$ cat config.mk
export PLATFORM = sky130hd
export DESIGN_NAME = design_switch_ctrl
export DESIGN_NICKNAME = d
export VERILOG_FILES = /design/src/rtl/design_switch_ctrl.sv
export SDC_FILE = /design/constraint.sdc
export NUM_CORES = 1
export LEC_CHECK = 0
export BUFFER_PORTS_ARGS = -buffer_cell sky130_fd_sc_hd__buf_2
export CAP_MARGIN = 20
export CORE_MARGIN = 2
export CORE_UTILIZATION = 45
export CTS_CLUSTER_DIAMETER = 40
export CTS_CLUSTER_SIZE = 28
export DETAILED_ROUTE_END_ITERATION = 8
export PLACE_DENSITY_LB_ADDON = 0.05
export SYNTH_ARGS = -nofsm -noshare
export SYNTH_HDL_FRONTEND = slang
export SYNTH_SLANG_ARGS = --single-unit
$ cat constraint.sdc
create_clock -name clk_i -period 1.66 [get_ports clk_i]
set_input_delay 0.083 -clock clk_i [delete_from_list [all_inputs] [get_ports clk_i]]
set_output_delay 0.083 -clock clk_i [all_outputs]
set_load 0.005 [all_outputs]
$ cat src/rtl/design_switch_ctrl.sv
// Safe run-time design selector: debounces a new selection, then walks the
// design set through pads-safe quiesce, select change and reset hold.
module design_switch_ctrl #(
    parameter int SYNC_STAGES    = 2,
    parameter int STABLE_CYCLES  = 16,
    parameter int QUIESCE_CYCLES = 8,
    parameter int RESET_CYCLES   = 32
) (
    input  logic       clk_i,
    input  logic       rst_n,
    input  logic [2:0] sel_raw,
    input  logic       ext_rst_n,
    output logic [2:0] design_sel,
    output logic       rst_override_n,
    output logic       pads_safe,
    output logic       busy,
    output logic [7:0] switch_count
);

    localparam int MAX_SQ  = (STABLE_CYCLES > QUIESCE_CYCLES) ? STABLE_CYCLES : QUIESCE_CYCLES;
    localparam int MAX_CYC = (MAX_SQ > RESET_CYCLES) ? MAX_SQ : RESET_CYCLES;
    localparam int CNT_W   = (MAX_CYC > 1) ? $clog2(MAX_CYC) : 1;

    localparam logic [CNT_W-1:0] STABLE_LOAD  = CNT_W'(STABLE_CYCLES - 1);
    localparam logic [CNT_W-1:0] QUIESCE_LOAD = CNT_W'(QUIESCE_CYCLES - 1);
    localparam logic [CNT_W-1:0] RESET_LOAD   = CNT_W'(RESET_CYCLES - 1);

    typedef enum logic [2:0] {
        RUN     = 3'd0,
        STABLE  = 3'd1,
        QUIESCE = 3'd2,
        SWITCH  = 3'd3,
        HOLD    = 3'd4
    } state_t;

    logic [SYNC_STAGES*3-1:0] sel_sync_q, sel_sync_d;
    logic [SYNC_STAGES-1:0]   ext_sync_q, ext_sync_d;
    logic [2:0]               sel_s;
    logic                     ext_s;

    state_t           state_q, state_d;
    logic [CNT_W-1:0] cnt_q, cnt_d;
    logic [2:0]       cand_q, cand_d;
    logic [2:0]       design_sel_q, design_sel_d;
    logic [7:0]       switch_count_q, switch_count_d;
    logic             rst_override_n_q, rst_override_n_d;
    logic             pads_safe_q, pads_safe_d;
    logic             busy_q, busy_d;
    logic             run_like_s;

    // Synchronizer shift: newest sample enters at the low end.
    always_comb begin
        sel_sync_d = {sel_sync_q[(SYNC_STAGES-1)*3-1:0], sel_raw};
        ext_sync_d = {ext_sync_q[SYNC_STAGES-2:0], ext_rst_n};
    end

    assign sel_s = sel_sync_q[SYNC_STAGES*3-1 -: 3];
    assign ext_s = ext_sync_q[SYNC_STAGES-1];

    // Synchronizer flops.
    always_ff @(posedge clk_i or negedge rst_n) begin
        if (!rst_n) begin
            sel_sync_q <= '0;
            ext_sync_q <= '0;
        end else begin
            sel_sync_q <= sel_sync_d;
            ext_sync_q <= ext_sync_d;
        end
    end

    // Next-state, shared down-counter and select/count update.
    always_comb begin
        state_d        = state_q;
        cnt_d          = cnt_q;
        cand_d         = cand_q;
        design_sel_d   = design_sel_q;
        switch_count_d = switch_count_q;
        case (state_q)
            RUN: begin
                if (!ext_s) begin
                    state_d = HOLD;
                    cnt_d   = RESET_LOAD;
                end else if (sel_s != design_sel_q) begin
                    state_d = STABLE;
                    cand_d  = sel_s;
                    cnt_d   = STABLE_LOAD;
                end else begin
                    state_d = RUN;
                end
            end
            STABLE: begin
                if (!ext_s) begin
                    state_d = HOLD;
                    cnt_d   = RESET_LOAD;
                end else if (sel_s == design_sel_q) begin
                    state_d = RUN;
                end else if (sel_s != cand_q) begin
                    cand_d = sel_s;
                    cnt_d  = STABLE_LOAD;
                end else if (cnt_q == '0) begin
                    state_d = QUIESCE;
                    cnt_d   = QUIESCE_LOAD;
                end else begin
                    cnt_d = cnt_q - 1'b1;
                end
            end
            // External reset cannot abort a switch once quiescing has begun.
            QUIESCE: begin
                if (cnt_q == '0) begin
                    state_d = SWITCH;
                end else begin
                    cnt_d = cnt_q - 1'b1;
                end
            end
            SWITCH: begin
                state_d        = HOLD;
                cnt_d          = RESET_LOAD;
                design_sel_d   = cand_q;
                switch_count_d = switch_count_q + 8'd1;
            end
            HOLD: begin
                if (!ext_s) begin
                    cnt_d = RESET_LOAD;
                end else if (cnt_q == '0) begin
                    state_d = RUN;
                end else begin
                    cnt_d = cnt_q - 1'b1;
                end
            end
            default: begin
                state_d = HOLD;
                cnt_d   = RESET_LOAD;
            end
        endcase
    end

    // Outputs decoded from the next state so the flops line up with state_q.
    always_comb begin
        run_like_s       = (state_d == RUN) || (state_d == STABLE);
        rst_override_n_d = run_like_s;
        pads_safe_d      = !run_like_s;
        busy_d           = (state_d != RUN);
    end

    // Control state and registered outputs.
    always_ff @(posedge clk_i or negedge rst_n) begin
        if (!rst_n) begin
            state_q          <= HOLD;
            cnt_q            <= RESET_LOAD;
            cand_q           <= 3'd0;
            design_sel_q     <= 3'd0;
            switch_count_q   <= 8'd0;
            rst_override_n_q <= 1'b0;
            pads_safe_q      <= 1'b1;
            busy_q           <= 1'b1;
        end else begin
            state_q          <= state_d;
            cnt_q            <= cnt_d;
            cand_q           <= cand_d;
            design_sel_q     <= design_sel_d;
            switch_count_q   <= switch_count_d;
            rst_override_n_q <= rst_override_n_d;
            pads_safe_q      <= pads_safe_d;
            busy_q           <= busy_d;
        end
    end

    assign design_sel     = design_sel_q;
    assign switch_count   = switch_count_q;
    assign rst_override_n = rst_override_n_q;
    assign pads_safe      = pads_safe_q;
    assign busy           = busy_q;

endmodule

* After elaboration in Yosys (flattened, before gate mapping) *
Index checks and enable logic that the tools add are counted.

word-level totals
  flip-flop bits (word level) = 33

operators by class
  $add $sub $neg = 2
  equality and inequality tests = 15
  mux-type cells = 25
  reduce and logical (&&, ||, !) cells = 9

operators with widths
  kind                 count
  $mux 5               8
  $mux 3               13
  $pmux 5 s4           1
  $pmux 3 s4           1
  $ne 2x2->1 const B   5
  $add 8x1->8 const B  1
  $eq 3x1->1 const B   2
  $eq 3x2->1 const B   2
  $logic_not 3->1      2
  $ne 3x3->1           2
  $ne 3x3->1 const B   2
  $pmux 3 s2           1
  $reduce_and 6->1     1
  $logic_not 5->1      1
  $sub 5x1->5 const B  1
  $eq 3x3->1           1
  $eq 3x3->1 const B   1
  $reduce_bool 3->1    1
  $reduce_and 2->1     1
  $reduce_bool 2->1    1
  $logic_not 1->1      1
  $logic_or 1x1->1     1
  $mux 1               1

* Depth between registers and ports, before layout *
  depth in word-level cells = 9
  depth in mapped cells = 10

* Worst setup path after synthesis *
OpenSTA, ideal clock, no wires.

  path kind = register to register
  from = register cnt_q[0]
  to = register cnt_q[0]
  library setup time = 91 ps
  arrival = 1,502 ps
  path slack = 67 ps
  cell stages (with the launch flop) = 11
  buffers on the path = 0
  cell sequence = dfstp_2 inv_1 ha_1 nand2b_4 nor3_4 inv_1 ha_1 nand3_1 o21ai_0 nor2_1 a21oi_1

between the ends
  word-level cells in the longest chain between the ends = 6
  elaborated cells between the ends (all ways) = 9
  those cells by class = 1 x add/sub; 7 x mux; 1 x reduce/logical

RTL lines
  item                                                   line  RTL
  start: declaration                                     42    logic [CNT_W-1:0] cnt_q, cnt_d;
  start signal: assignment                               158   cnt_q <= cnt_d;
  $sub 5x1->5 / $logic_not 5->1 (equally long branches)  --
  $mux 5                                                 100   end else if (cnt_q == '0) begin
  $mux 5                                                 97    end else if (sel_s != cand_q) begin
  $mux 5                                                 95    end else if (sel_s == design_sel_q) begin
  $mux 5                                                 92    if (!ext_s) begin
  $pmux 5 s4 *                                           78    case (state_q)

Every way passes the cells marked *; elsewhere a longest branch is shown, timed or not. The select of a mux whose other input is x is not followed.
A chain may end at the register's enable or synchronous reset.

* Final worst setup path *
  from = register cnt_q[1]
  to = register cnt_q[0]

between the ends
  word-level cells in the longest chain between the ends = 6
  elaborated cells between the ends (all ways) = 8
  those cells by class = 7 x mux; 1 x reduce/logical

RTL lines
  item               line
  $logic_not 5->1 *  100, 109, 124
  $mux 5             100
  $mux 5             97
  $mux 5             95
  $mux 5             92
  $pmux 5 s4 *       78

Marks and branches as above.

==> impl_metrics.tcl <==
set metrics [dict create \
    run_status "finished clean" \
    die_width_um 63.2 \
    rows 21 \
    finalSetupTns_ps 0 \
    ctsLongestPathBuffers 2 \
    worstPathArrival_ps 1840 \
    numCtsBuffers 5 \
    cp-start-kind "register" \
    cellLeakagePower_nw 0.934 \
    synthToLayoutAreaGrowth_pct 24.1 \
    worstMarginPinSlew_ps 676 \
    cts.htree.levels 2 \
    core_region_area_um2 3360 \
    place_worst_setup_slack_ps -43.5 \
    firstDrtPassIters 4 \
    routedWlPerCell_um 12.2 \
    cts_tree "done" \
    design_power_total_mw 1.33 \
    drt-vias-per-instance 5.01 \
    synth_sequential_area_ratio 0.529 \
    max_freq_ghz 0.627 \
    ioPinCount 20 \
    post_synth_inst_count 158 \
    hpwlAfterDp_mm 2.24 \
    final-max-slew-violation-count 0 \
    route.antenna.remaining_nets 0 \
    cellPowerDensity_nw_per_um2 676 \
    clock-sinks 33 \
    syn_nets 167 \
    floorplan.die.height_um 63.2 \
    timing.reg2reg.setup_slack_ps 70 \
    postRouteWirelength_mm 3.04 \
    grt_antenna_before_repair 0 \
    yosysTopAreaCell "sky130_fd_sc_hd__dfrtp_1" \
    path_class_of_the_lowest_slack_min_delay_path "in -> async" \
    worstPathRequired_ps 1900 \
    post_route_drc_violation_count 0 \
    rr_endpoint "cnt_q[0]" \
    rsz_0062_raised_after_global_routing "true" \
    grt_start_max_net_pins 34 \
    setup_slack_ps 65.2 \
    path_max_fanout 4 \
    global_route.usage.total 0.172 \
    r2r_start "cnt_q[1]" \
    worst_slew_margin_rel 0.549 \
    cts.root.buffer_cell "sky130_fd_sc_hd__clkbuf_4" \
    detailroute.via_count 1243 \
    synth_area_um2 1580 \
    hold_vio_cnt_final 0 \
    ys_seq_elements 33 \
    placed_area_um2 1810 \
    layout-drive-gt1-share 0.322 \
    synthFlopType "sky130_fd_sc_hd__dfrtp_1" \
    routabilityCongestion 0.921 \
    fillerInstances 323 \
    ys_warn_count 0 \
    post-route-period-util 0.961 \
    die-area_um2 4000 \
    antennaDiodeCount 0 \
    postSynthAreaPerCell_um2 9.99 \
    max-cap-violations 0 \
    ir_drop_v 0.000416 \
    clkLatencyLatePin_ps 320 \
    post-route-min-period_ps 1590 \
    detailedRoute.firstIterationViolations 46 \
    path_clk_slew_ps 100 \
    postLayoutCellArea_um2 1960 \
    finalCoreUtilization 0.583 \
    synth.distinct_cells 35 \
    vias_in_the_first_global_route 1246 \
    grt_pass1_wl_mm 5.35 \
    endpoint_kind "register" \
    synth_top_area_share 0.396 \
    portBuffers 19 \
    crit_type "reg -> reg" \
    synth_async_sr_flop_share 1.00 \
    synth.area.top_cells "sky130_fd_sc_hd__dfrtp_1 (40%), sky130_fd_sc_hd__dfstp_2 (13%), sky130_fd_sc_hd__xnor2_1 (6.1%)" \
    finClkSkew_ps 7.77 \
    effective_utilization_at_floorplan 0.469 \
    report.final.setup_viol 0 \
    overflow 0 \
    number_of_nets_in_the_layout 210 \
    rr_worst_depth 10 \
    synth.cells.most_frequent "sky130_fd_sc_hd__dfrtp_1 (25), sky130_fd_sc_hd__nand2_1 (19), sky130_fd_sc_hd__nor2_1 (18)" \
    cell_with_the_most_instances_after_synthesis "sky130_fd_sc_hd__dfrtp_1" \
    synth_enable_flop_cells 0 \
]
==> placed cells by master, fill, tap and decap left out, types with 2 or more instances in the layout <==
| cell | instances |
|---|---|
| sky130_fd_sc_hd__nand3_1 | 9 |
| sky130_fd_sc_hd__a21oi_1 | 9 |
| sky130_fd_sc_hd__nor3_1 | 4 |
| sky130_fd_sc_hd__o31ai_1 | 2 |
| sky130_fd_sc_hd__mux2_2 | 3 |
| sky130_fd_sc_hd__buf_2 | 19 |
| sky130_fd_sc_hd__xnor2_1 | 11 |
| sky130_fd_sc_hd__nand4_1 | 2 |
| sky130_fd_sc_hd__dfrtp_2 | 2 |
| sky130_fd_sc_hd__clkinv_2 | 2 |
| sky130_fd_sc_hd__nand2_1 | 19 |
| sky130_fd_sc_hd__clkbuf_4 | 5 |
| sky130_fd_sc_hd__xor2_1 | 4 |
| sky130_fd_sc_hd__buf_4 | 16 |
| sky130_fd_sc_hd__a21o_1 | 2 |
| sky130_fd_sc_hd__ha_1 | 2 |
| sky130_fd_sc_hd__dlygate4sd3_1 | 5 |
| sky130_fd_sc_hd__inv_1 | 6 |
| sky130_fd_sc_hd__dfstp_2 | 8 |
| sky130_fd_sc_hd__o21ai_0 | 6 |
| sky130_fd_sc_hd__nand2b_1 | 5 |
| sky130_fd_sc_hd__dfrtp_1 | 23 |
| sky130_fd_sc_hd__nor2_1 | 18 |
==> per-stage QoR <==
| step | hold slack [ps] | instances |
|---|---|---|
| floorplan | -213 | 158 |
| global placement | 167 | 232 |
| detailed placement | 175 | 232 |
| CTS | 350 | 246 |
| global route | 362 | 248 |
| finish | 333 | 248 |
==> sequential cells by signal, summed over array words and instances, names as in the netlist <==
register        count
rst_override_n      1
busy                1
design_sel          3
sel_sync_q          6
ext_sync_q          2
state_q             3
pads_safe           1
cand_q              3
cnt_q               5
switch_count        8
==> power breakdown <==
group / total, mW / internal [mW] / leakage (nW) / switching (mW)
clock network: 0.404 / 0.161 / 0.0320 / 0.243
registers: 0.831 / 0.822 / 0.412 / 0.00854
logic: 0.0898 / 0.0397 / 0.490 / 0.0501
==> per-layer routing <==
layer | vias to the layer above | track usage | routed length (um)
li1 | 627 | - | -
met1 | 583 | 0.219 | 1420
met4 | 0 | 0.0571 | 38
met2 | 29 | 0.279 | 1440
met3 | 4 | 0.0536 | 131
met5 | - | 0 | 0
==> worst max path at each step <==
stage                         from       end
after global placement    cnt_q[1]  cnt_q[0]
after detailed placement  cnt_q[1]  cnt_q[0]
after floorplan           cnt_q[0]  cnt_q[0]
after global routing      cnt_q[0]  cnt_q[0]
final                     cnt_q[1]  cnt_q[0]
after CTS                 cnt_q[0]  cnt_q[0]
==> cell type report <==
type	count	area [um2]	share of cell area
inverter	7	26.3	0.0134
tap	46	57.6	0.0294
sequential	33	838	0.428
timing repair buffer	40	265	0.135
clock inverter	2	10.0	0.00511
clock buffer	6	41.3	0.0211
multi-input combinational	114	721	0.368
==> what timing repair did <==
item | CTS | global route
gates cloned | 0 | 0
buffers inserted | 1 | 2
hold endpoints to repair | 29 | 0
endpoints found under the setup margin | 3 | 10
gates resized for setup | 4 | 6
hold buffers | 5 | 0
pin swaps | 1 | 3
==> kinds of logic after synthesis <==
logic type	count (synthesis)	synth area share
compound gates	28	0.110
xor+xnor	15	0.0832
fa+ha+maj	3	0.0238
buf+inv	11	0.0301
flops	33	0.529
mux	3	0.0214
simple gates	65	0.202
==> critical path, cell delays in order (launching register included) <==
cell	delay [ps]
sky130_fd_sc_hd__dfstp_2	540
sky130_fd_sc_hd__inv_1	60
sky130_fd_sc_hd__ha_4	160
sky130_fd_sc_hd__nand2b_4	90
sky130_fd_sc_hd__nor3_4	40
sky130_fd_sc_hd__inv_2	70
sky130_fd_sc_hd__ha_1	230
sky130_fd_sc_hd__nand3_1	80
sky130_fd_sc_hd__o21ai_0	70
sky130_fd_sc_hd__nor2_1	100
sky130_fd_sc_hd__a21oi_1	70
Power figures use the tool's default switching activity.
